## src/rtl/sdp_sram_init.sv

```systemverilog
// sdp_sram_init: parametrised simple dual-port synchronous SRAM with a
// hardware zero-initialisation sweep after reset.
//
// Ports:
//   clk        system clock, all logic on the rising edge
//   reset      asynchronous active-high reset
//   wr_en      write request
//   wr_addr    write address
//   wr_data    write data
//   wr_be      byte enables, bit i covers wr_data[8i+7:8i]
//   rd_en      read request
//   rd_addr    read address
//   rd_data    registered read data, holds when no read completes
//   rd_valid   one-cycle strobe per completed read
//   init_busy  high while the zero-initialisation sweep runs
//
// Reads complete READ_LATENCY (1 or 2) edges after sampling. Out-of-range
// writes are dropped and out-of-range reads return zero. WRITE_FIRST selects
// whether a same-address read/write collision returns the old or merged word.

module sdp_sram_init #(
    parameter int DATA_WIDTH   = 8,
    parameter int ADDR_WIDTH   = 4,
    parameter int DEPTH        = 16,
    parameter int READ_LATENCY = 1,
    parameter int WRITE_FIRST  = 0
) (
    input  logic                    clk,
    input  logic                    reset,
    input  logic                    wr_en,
    input  logic [ADDR_WIDTH-1:0]   wr_addr,
    input  logic [DATA_WIDTH-1:0]   wr_data,
    input  logic [DATA_WIDTH/8-1:0] wr_be,
    input  logic                    rd_en,
    input  logic [ADDR_WIDTH-1:0]   rd_addr,
    output logic [DATA_WIDTH-1:0]   rd_data,
    output logic                    rd_valid,
    output logic                    init_busy
);

    localparam int NB = DATA_WIDTH / 8;
    // Counter and range compares are one bit wider than the address so that
    // DEPTH == 2**ADDR_WIDTH is representable.
    localparam logic [ADDR_WIDTH:0] DEPTH_W = (ADDR_WIDTH + 1)'(DEPTH);
    localparam logic [ADDR_WIDTH:0] LAST_W  = (ADDR_WIDTH + 1)'(DEPTH - 1);

    typedef enum logic {
        ST_INIT,
        ST_RUN
    } state_t;

    logic [DATA_WIDTH-1:0] mem [DEPTH];

    state_t                state_q, state_d;
    logic [ADDR_WIDTH:0]   init_cnt_q, init_cnt_d;
    logic                  s1_valid_q, s1_valid_d;
    logic [DATA_WIDTH-1:0] s1_data_q, s1_data_d;
    logic                  rd_valid_q, rd_valid_d;
    logic [DATA_WIDTH-1:0] rd_data_q, rd_data_d;

    logic                  wr_in_range;
    logic                  rd_in_range;
    logic [DATA_WIDTH-1:0] wr_merged;
    logic [DATA_WIDTH-1:0] rd_word;
    logic                  rd_fire;
    logic                  mem_we;
    logic [ADDR_WIDTH-1:0] mem_wa;
    logic [DATA_WIDTH-1:0] mem_wd;

    assign wr_in_range = ({1'b0, wr_addr} < DEPTH_W);
    assign rd_in_range = ({1'b0, rd_addr} < DEPTH_W);

    // Post-write word: enabled lanes from wr_data, the rest from the array.
    always_comb begin
        wr_merged = mem[wr_addr];
        for (int unsigned b = 0; b < NB; b++) begin
            if (wr_be[b]) begin
                wr_merged[8*b +: 8] = wr_data[8*b +: 8];
            end
        end
    end

    always_comb begin
        rd_word = '0;
        if (rd_in_range) begin
            if ((WRITE_FIRST != 0) && wr_en && wr_in_range && (wr_addr == rd_addr)) begin
                rd_word = wr_merged;
            end else begin
                rd_word = mem[rd_addr];
            end
        end
    end

    // FSM next state and array write port selection
    always_comb begin
        state_d    = state_q;
        init_cnt_d = init_cnt_q;
        mem_we     = 1'b0;
        mem_wa     = wr_addr;
        mem_wd     = wr_merged;
        rd_fire    = 1'b0;
        case (state_q)
            ST_INIT: begin
                mem_we     = 1'b1;
                mem_wa     = init_cnt_q[ADDR_WIDTH-1:0];
                mem_wd     = '0;
                init_cnt_d = init_cnt_q + 1'b1;
                if (init_cnt_q == LAST_W) begin
                    state_d = ST_RUN;
                end
            end
            ST_RUN: begin
                mem_we  = wr_en && wr_in_range;
                rd_fire = rd_en;
            end
            default: begin
                state_d = ST_INIT;
            end
        endcase
    end

    // Read pipeline: the first stage captures the word at the sampling edge;
    // with latency 2 the output stage takes it one edge later. Output data
    // only moves when a result arrives so it holds otherwise.
    always_comb begin
        s1_valid_d = rd_fire;
        s1_data_d  = rd_fire ? rd_word : s1_data_q;
        if (READ_LATENCY == 2) begin
            rd_valid_d = s1_valid_q;
            rd_data_d  = s1_valid_q ? s1_data_q : rd_data_q;
        end else begin
            rd_valid_d = rd_fire;
            rd_data_d  = rd_fire ? rd_word : rd_data_q;
        end
    end

    always_ff @(posedge clk or posedge reset) begin
        if (reset) begin
            state_q    <= ST_INIT;
            init_cnt_q <= '0;
            s1_valid_q <= 1'b0;
            s1_data_q  <= '0;
            rd_valid_q <= 1'b0;
            rd_data_q  <= '0;
        end else begin
            state_q    <= state_d;
            init_cnt_q <= init_cnt_d;
            s1_valid_q <= s1_valid_d;
            s1_data_q  <= s1_data_d;
            rd_valid_q <= rd_valid_d;
            rd_data_q  <= rd_data_d;
        end
    end

    // Array contents are not reset; the sweep clears them.
    always_ff @(posedge clk) begin
        if (mem_we) begin
            mem[mem_wa] <= mem_wd;
        end
    end

    assign rd_data   = rd_data_q;
    assign rd_valid  = rd_valid_q;
    assign init_busy = (state_q == ST_INIT);

endmodule

```

## config.mk

```make
export PLATFORM = sky130hd
export DESIGN_NAME = sdp_sram_init
export DESIGN_NICKNAME = d
export VERILOG_FILES = /design/src/rtl/sdp_sram_init.sv
export SDC_FILE = /design/constraint.sdc
export NUM_CORES = 1
export LEC_CHECK = 0
export CAP_MARGIN = 20
export CELL_PAD_IN_SITES_DETAIL_PLACEMENT = 0
export CELL_PAD_IN_SITES_GLOBAL_PLACEMENT = 2
export CORE_AREA = 2 2 131 133
export CTS_CLUSTER_SIZE = 30
export DETAILED_ROUTE_END_ITERATION = 6
export DIE_AREA = 0 0 133 135
export PLACE_DENSITY = 0.77
export RECOVER_POWER = 100
export SKIP_LAST_GASP = 1
export SYNTH_ARGS = -nofsm -noshare
export SYNTH_HDL_FRONTEND = slang
export SYNTH_SLANG_ARGS = --single-unit
```

## constraint.sdc

```tcl
create_clock -name clk -period 2.27 [get_ports clk]
set_clock_uncertainty 0.05 [all_clocks]
set_input_delay 0.227 -clock clk [delete_from_list [all_inputs] [get_ports clk]]
set_output_delay 0.227 -clock clk [all_outputs]
set_load 0.01 [all_outputs]
```

==> results of run 1 <==
synth_stat cells:
| cell type | n | area [sq um] |
|---|---|---|
| mux2i_1 | 129 | 1291 |
| edfxtp_1 | 128 | 3844 |
| nand3_1 | 50 | 250.2 |
| nand2_1 | 43 | 161.4 |
| a22oi_1 | 39 | 292.8 |
| a21oi_1 | 26 | 130.1 |
| nor2_1 | 20 | 75.07 |
| dfrtp_1 | 15 | 375.4 |
| buf_6 | 12 | 135.1 |
| buf_2 | 9 | 45.04 |
| buf_4 | 7 | 52.55 |
| nor2b_1 | 5 | 31.28 |
| inv_1 | 4 | 15.01 |
| and2_1 | 3 | 18.77 |
| buf_12 | 3 | 60.06 |
| nor2_2 | 3 | 18.77 |
| xnor2_1 | 3 | 26.28 |
| a31oi_2 | 2 | 25.02 |
| and3_1 | 2 | 12.51 |
| ha_1 | 2 | 25.02 |
| nand3b_1 | 2 | 15.01 |
| nor3_1 | 2 | 10.01 |
| a22oi_2 | 1 | 12.51 |
| a31oi_1 | 1 | 6.260 |
| a32oi_1 | 1 | 8.760 |
| a32oi_2 | 1 | 16.27 |
| buf_1 | 1 | 3.750 |
| clkbuf_2 | 1 | 5.000 |
| inv_2 | 1 | 3.750 |
| mux2_2 | 1 | 11.26 |
| nand4_1 | 1 | 6.260 |
| nor3_4 | 1 | 16.27 |
| nor3b_1 | 1 | 7.510 |
| o32a_1 | 1 | 10.01 |
| or2_2 | 1 | 6.260 |
cells by family (layout without fill, tap and decap cells):
logic type      count (synthesis)  count (layout)  share of synthesized area
flops                         143             143                     0.6006
xor+xnor                        3               3                   0.003741
mux                           130             130                     0.1854
fa+ha+maj                       2               2                   0.003562
buf+inv                        38             137                    0.04560
compound gates                 72              72                    0.07143
simple gates                  134             134                    0.08960
power by group:
group / internal (uW) / switching [uW] / leakage (uW)
logic: 272 / 378 / 0.00164
registers: 2960 / 25.9 / 0.00134
clock network: 1860 / 1040 / 0.000297
flip-flops by register name, summed over array words and instances (netlist names):
| signal | flops |
|---|---|
| state_q | 1 |
| mem | 128 |
| rd_data | 8 |
| rd_valid | 1 |
| init_cnt_q | 5 |
metrics by stage:
stage | worst slack (ns) | utilization
floorplan | 0.4474 | -
detailed placement | 0.04547 | 0.4834
global route | 0.05813 | 0.5132
CTS | 0.2619 | 0.5209
finish | 0.2066 | 0.5132
global placement | 0.04994 | 0.4834
cell type report:
cell class | instances | area [sq um]
multi-input cells | 341 | 2457
flip-flops and latches | 143 | 4219
inverters | 5 | 18.77
clock buffers | 21 | 450.4
well taps | 220 | 275.3
fillers | 1403 | 7986
clock inverters | 11 | 163.9
repair buffers | 100 | 835.8
worst max-delay path by stage:
stage	start	endpoint	slack, ns	depth (start not counted)
after floorplan	state_q	mem[1][0]	0.45	5
after global placement	wr_en	mem[7][6]	0.05	4
after detailed placement	wr_en	mem[7][6]	0.05	4
after CTS	state_q	mem[7][5]	0.26	3
after global routing	state_q	mem[12][3]	0.06	7
final	state_q	mem[9][5]	0.21	5
per-layer routing:
layer / track usage / vias to the layer above / share of wire
li1: - / 2177 / -
met2: 0.3915 / 197 / 0.49
met5: 0 / - / 0
met4: 0.09140 / 0 / 0.031
met1: 0.2964 / 2373 / 0.41
met3: 0.05030 / 43 / 0.065
critical path, delay by kind of cell (launching register included):
| family | cells | cell delay, ns |
|---|---|---|
| buf+inv | 3 | 0.61 |
| simple gates | 1 | 0.17 |
| flops | 1 | 0.48 |
| compound gates | 1 | 0.43 |
==> run metrics, run 1 <==
Root Buffer clkbuf_16; global-route wire length before repair 29.74 mm; placed insts 809; Finished Cell Area 0.008421 sq mm; Unique masters post-synth 35; reg2reg path depth 5; Initial DRC Count 432; Residual DRC 0; Syn. warnings 0; Reg clk slew, reported paths 0.06 ns; critical path's largest stage delay 0.48 ns; antenna viol nets, final 0; CTS max path bufs 2; total track usage 0.2331; Post-Place Cell Area approximately 0.0079 sq mm; CP Max Fanout 8; Hold Slack 0.3785 ns; Inserted Diodes 0; Initial Util 0.4281; CTS H-tree lvls 4; Port-buffer cells 30; syn nets 545; Seq/Total Area, Yosys 0.6006; Die H 135 um; Post-Syn Area 0.007024 sq mm; Slew @ Worst Pin between 0.9 and 1 ns; status complete, no violations; slowest stage cell, crit path dfrtp_1; flop-to-flop setup slack 0.21 ns; Routed WL 20.02 mm; max-slew violation count 0; Final nets 631; count of final hold-check violations 0; cts bufs inserted 17; Total Power 6544 uW; TritonCTS clock tree built; CTS sink count roughly 140; Final HPWL DP around 13 mm; post-cts sizing count 0; gate count after technology mapping 522; post-route insts no fill 841; worst endpoint data arrival time 2.11 ns; routed vias/inst 5.696; Slew headroom 0.3887; VDD IR-drop max about 560 uV; total grt overflow 0; minimum clock period 2.063 ns; post-CTS setup buffers 0; final setup vio count 0; CP Data Required Time 2.31 ns; Worst setup EP type register; Post-CTS Hold Fix Bufs 0; full die area ~0.018 sq mm; CP Launch Type register; Seq cells post-synth 143; crit path cell chain inv_2, clkbuf_1, o32a_1, nor2_1, clkbuf_2; Max-Cap Viols 0; RSZ-0062 raised after global routing no; commonest non-fill, non-tap cell in the layout mux2i_1; clock latency on the worst-skew pair ~0.42 ns; type of the tightest min-delay check input port to asynchronous set/reset pin; Die Width approximately 130 um; area delta synth->final 19.88%; fmax ~480 MHz; GP Congestion around 0.8; Worst R2R End mem[9][5]; initial antenna violation count 0; routed vias around 4800; proportion of layout cells with a drive suffix above 1 0.1481; largest net degree at the start of global routing 57; vias in the first global route ~4900; Routed WL per cell 23.81 um; leakage 0.003282 uW; critical path class register to register; synthesized area per cell 13.46 sq um; Rows 47; most frequent cells in the layout mux2i_1 (129), edfxtp_1 (128), nand3_1 (50), nand2_1 (43), a22oi_1 (39); Final TNS setup 0 ns; Crit Reg-Reg Startpoint state_q; first-pass detailed-route iteration total 5; part of the cycle the worst path needs 0.9090; pwr dens 777.1 mW/mm^2; Top Ports 31; core area 0.01641 sq mm
(Power assumes the default switching activity.)
==> inputs of run 2 (changes only) <==
Settings changed: SLEW_MARGIN set to 20.
==> results of run 2 <==
The final DEF is identical to that of run 1; final timing and power are the same.
==> variant (settings of run 1) <==
The parameter `WRITE_FIRST` goes from 0 to 1.
--- a/src/rtl/sdp_sram_init.sv
+++ b/src/rtl/sdp_sram_init.sv
@@ -23,7 +23,7 @@
     parameter int ADDR_WIDTH   = 4,
     parameter int DEPTH        = 16,
     parameter int READ_LATENCY = 1,
-    parameter int WRITE_FIRST  = 0
+    parameter int WRITE_FIRST  = 1
 ) (
     input  logic                    clk,
     input  logic                    reset,
Behaviour: no difference found for any inputs over 10 cycles, from zero or initial values and one cycle with reset high; that may be too few to reach the edited logic, so the function may still have changed.
==> variant against run 1 <==
- power is 1.6% lower
- sequential cell count stayed put
- synthesized area is 1.4% lower
- final area is 0.97% lower
- synthesized cell count is 11% lower
- first-iteration DRC count is 0.93% higher
- wire length is 5.3% lower
- setup slack worse by 0.11 ns
- sequential power hardly changed
- critical endpoint is now mem[1][0]
- highest routed layer unchanged
==> variant: results (changes against run 1) <==
Pwr
  – Sw power: 1.44 mW (was 1.45 mW)
  – Peak supply drop: 0.502 mV (was 0.563 mV)
  – Pleak: 3.07 nW (was 3.28 nW)

Place
  – Placer Congestion: 0.867 (was 0.797)
  – Hpwl dp: 12,300 µm (was 13,000 µm)
  – Placed cells: 744 (was 809)
  – Post-DP Area: 7840 µm² (was 7930 µm²)
  – Port bufs: 30 (unchanged)

Synth
  – Syn Inst Count: 467 (was 522)
  – Post-synth EDFFs: 128 (unchanged)
  – Synth top cells by count: edfxtp_1 (128), mux2i_1 (66), mux4_2 (32), nand2_1 (32), nand3_1 (25) (was mux2i_1 (129), edfxtp_1 (128), nand3_1 (50))
  – Synth area leaders: edfxtp_1 (55%), mux4_2 (10%), mux2i_1 (9.5%), dfrtp_1 (5.4%), nand3_1 (1.8%) (was edfxtp_1 (55%), mux2i_1 (18%), dfrtp_1 (5.3%), a22oi_1 (4.2%), nand3_1 (3.6%))
  – Synth cell types: 38 (was 35)
  – Part of the Yosys area used for sequential elements: 0.609 (was 0.601)
  – Synthesized Nets: 490 (was 545)
  – Asr flop ratio synth: 0.105 (unchanged)
  – Warnings, synthesis: 0 (unchanged)

Clocking
  – CTS-repair resized insts: 0 (unchanged)
  – Clock Tree Buf Depth: 2 (unchanged)
  – Clock root buffer: clkbuf_16 (unchanged)
  – Post-CTS Setup Bufs: 0 (unchanged)
  – Clock transition at the registers of the reported paths: 0.06 ns (about the same)
  – Skew-Pair Late Insertion Delay: 0.42 ns (about the same)
  – Num CTS Buffers: 17 (unchanged)
  – H-tree depth: 4 (unchanged)

Run status
  – Status: finished clean (unchanged)

Worst setup path
  – CP peak stage delay: 0.38 ns (was 0.48 ns)
  – Worst Path Max Fanout: 5 (was 8)
  – Cell family with most CP delay: buffers and inverters (unchanged)
  – Worst path arrival time: 2.19 ns (was 2.11 ns)
  – Slowest CP cell: dfrtp_1 (unchanged)

Route
  – Routed WL: 19,000 µm (was 20,000 µm)
  – DR iter-0 viols: 436 (was 432)
  – First-pass detailed-route iteration total: 5 (unchanged)
  – Routed vias/inst: 5.75 (was 5.70)
  – Vias: 4,463 (was 4,790)

Global route
  – Vias in the first global route: 4,647 (was 4,875)
  – Tot GR Track Use: 0.220 (was 0.233)
  – Global-route wire length before repair: 28,400 µm (was 29,700 µm)
  – Initial antenna violation count: 0 (unchanged)
  – Largest net degree at the start of global routing: 65 (was 57)

Final layout
  – Fin nets: 566 (was 631)
  – Share of cells above drive strength 1: 0.221 (was 0.148)
  – Max reg flops: 128 (unchanged)
  – Top reg by flops: mem (unchanged)
  – ANT cells: 0 (unchanged)

STA
  – Max-slew headroom: 0.398 (was 0.389)

Hold path
  – HP Class: in -> async (unchanged)
-- variant: cell count changes after synthesis, moves of 8 or more --
cell,delta
a221o_1,+8
a22oi_1,-23
o22ai_1,+15
nand2_1,-11
mux4_2,+32
a21oi_1,-9
a31oi_1,+9
mux2i_1,-63
nand3_1,-25
-- variant: metrics by stage --
stage	setup WS [ns]	TNS, ns
after CTS	0.124	0
after detailed placement	-0.127	-6.49
after global routing	0.0294	0
after floorplan	0.252	0
final	0.0976	0
after global placement	-0.120	-2.95
-- variant: path summary, 6_finish.rpt --
path / from / end / slack, ns / depth (start not counted)
max in group asynchronous: reset / rd_data[2] / 1.46 / 2
worst max-delay path: state_q / mem[1][0] / 0.1 / 6
worst min register to register: rd_data[4] / rd_data[4] / 0.47 / 1
worst max register to register: state_q / mem[1][0] / 0.1 / 6
min in group clk: rd_data[4] / rd_data[4] / 0.47 / 1
worst min-delay path: reset / init_cnt_q[3] / 0.29 / 2
-- variant: layer usage --
| metal | up-vias | track usage | share of wire | routed length [µm] |
|---|---|---|---|---|
| li1 | 2008 | - | - | - |
| met1 | 2240 | 0.291 | 0.42 | 8030 |
| met2 | 177 | 0.354 | 0.48 | 9140 |
| met3 | 38 | 0.0473 | 0.064 | 1210 |
| met4 | 0 | 0.0968 | 0.031 | 581 |
| met5 | - | 0 | 0 | 0 |
-- variant: layout make-up --
class	instances	area, µm²
Fill cell	1372	8070
Sequential cell	143	4220
Multi-Input combinational cell	286	2480
Timing Repair Buffer	90	759
Clock buffer	20	447
Tap cell	220	275
Clock inverter	12	143
Inverter	5	18.8
-- variant: cells by family (layout without fill, tap and decap cells) --
| family | Yosys count | count (layout) | share of synthesized area |
|---|---|---|---|
| flops | 143 | 143 | 0.609 |
| mux | 101 | 101 | 0.205 |
| buf+inv | 38 | 127 | 0.0322 |
| simple gates | 106 | 106 | 0.0721 |
| fa+ha+maj | 2 | 2 | 0.00361 |
| compound gates | 69 | 69 | 0.0679 |
| xor+xnor | 8 | 8 | 0.0101 |
-- variant: power groups by stage --
stage / registers (mW) / clock network, mW / logic [mW]
after floorplan: 3.05 / 0 / 0.374
after global placement: 3.05 / 0 / 0.674
after detailed placement: 3.05 / 0 / 0.686
after CTS: 3.00 / 2.82 / 0.688
after global routing: 3.00 / 2.93 / 0.711
final: 3.00 / 2.78 / 0.661
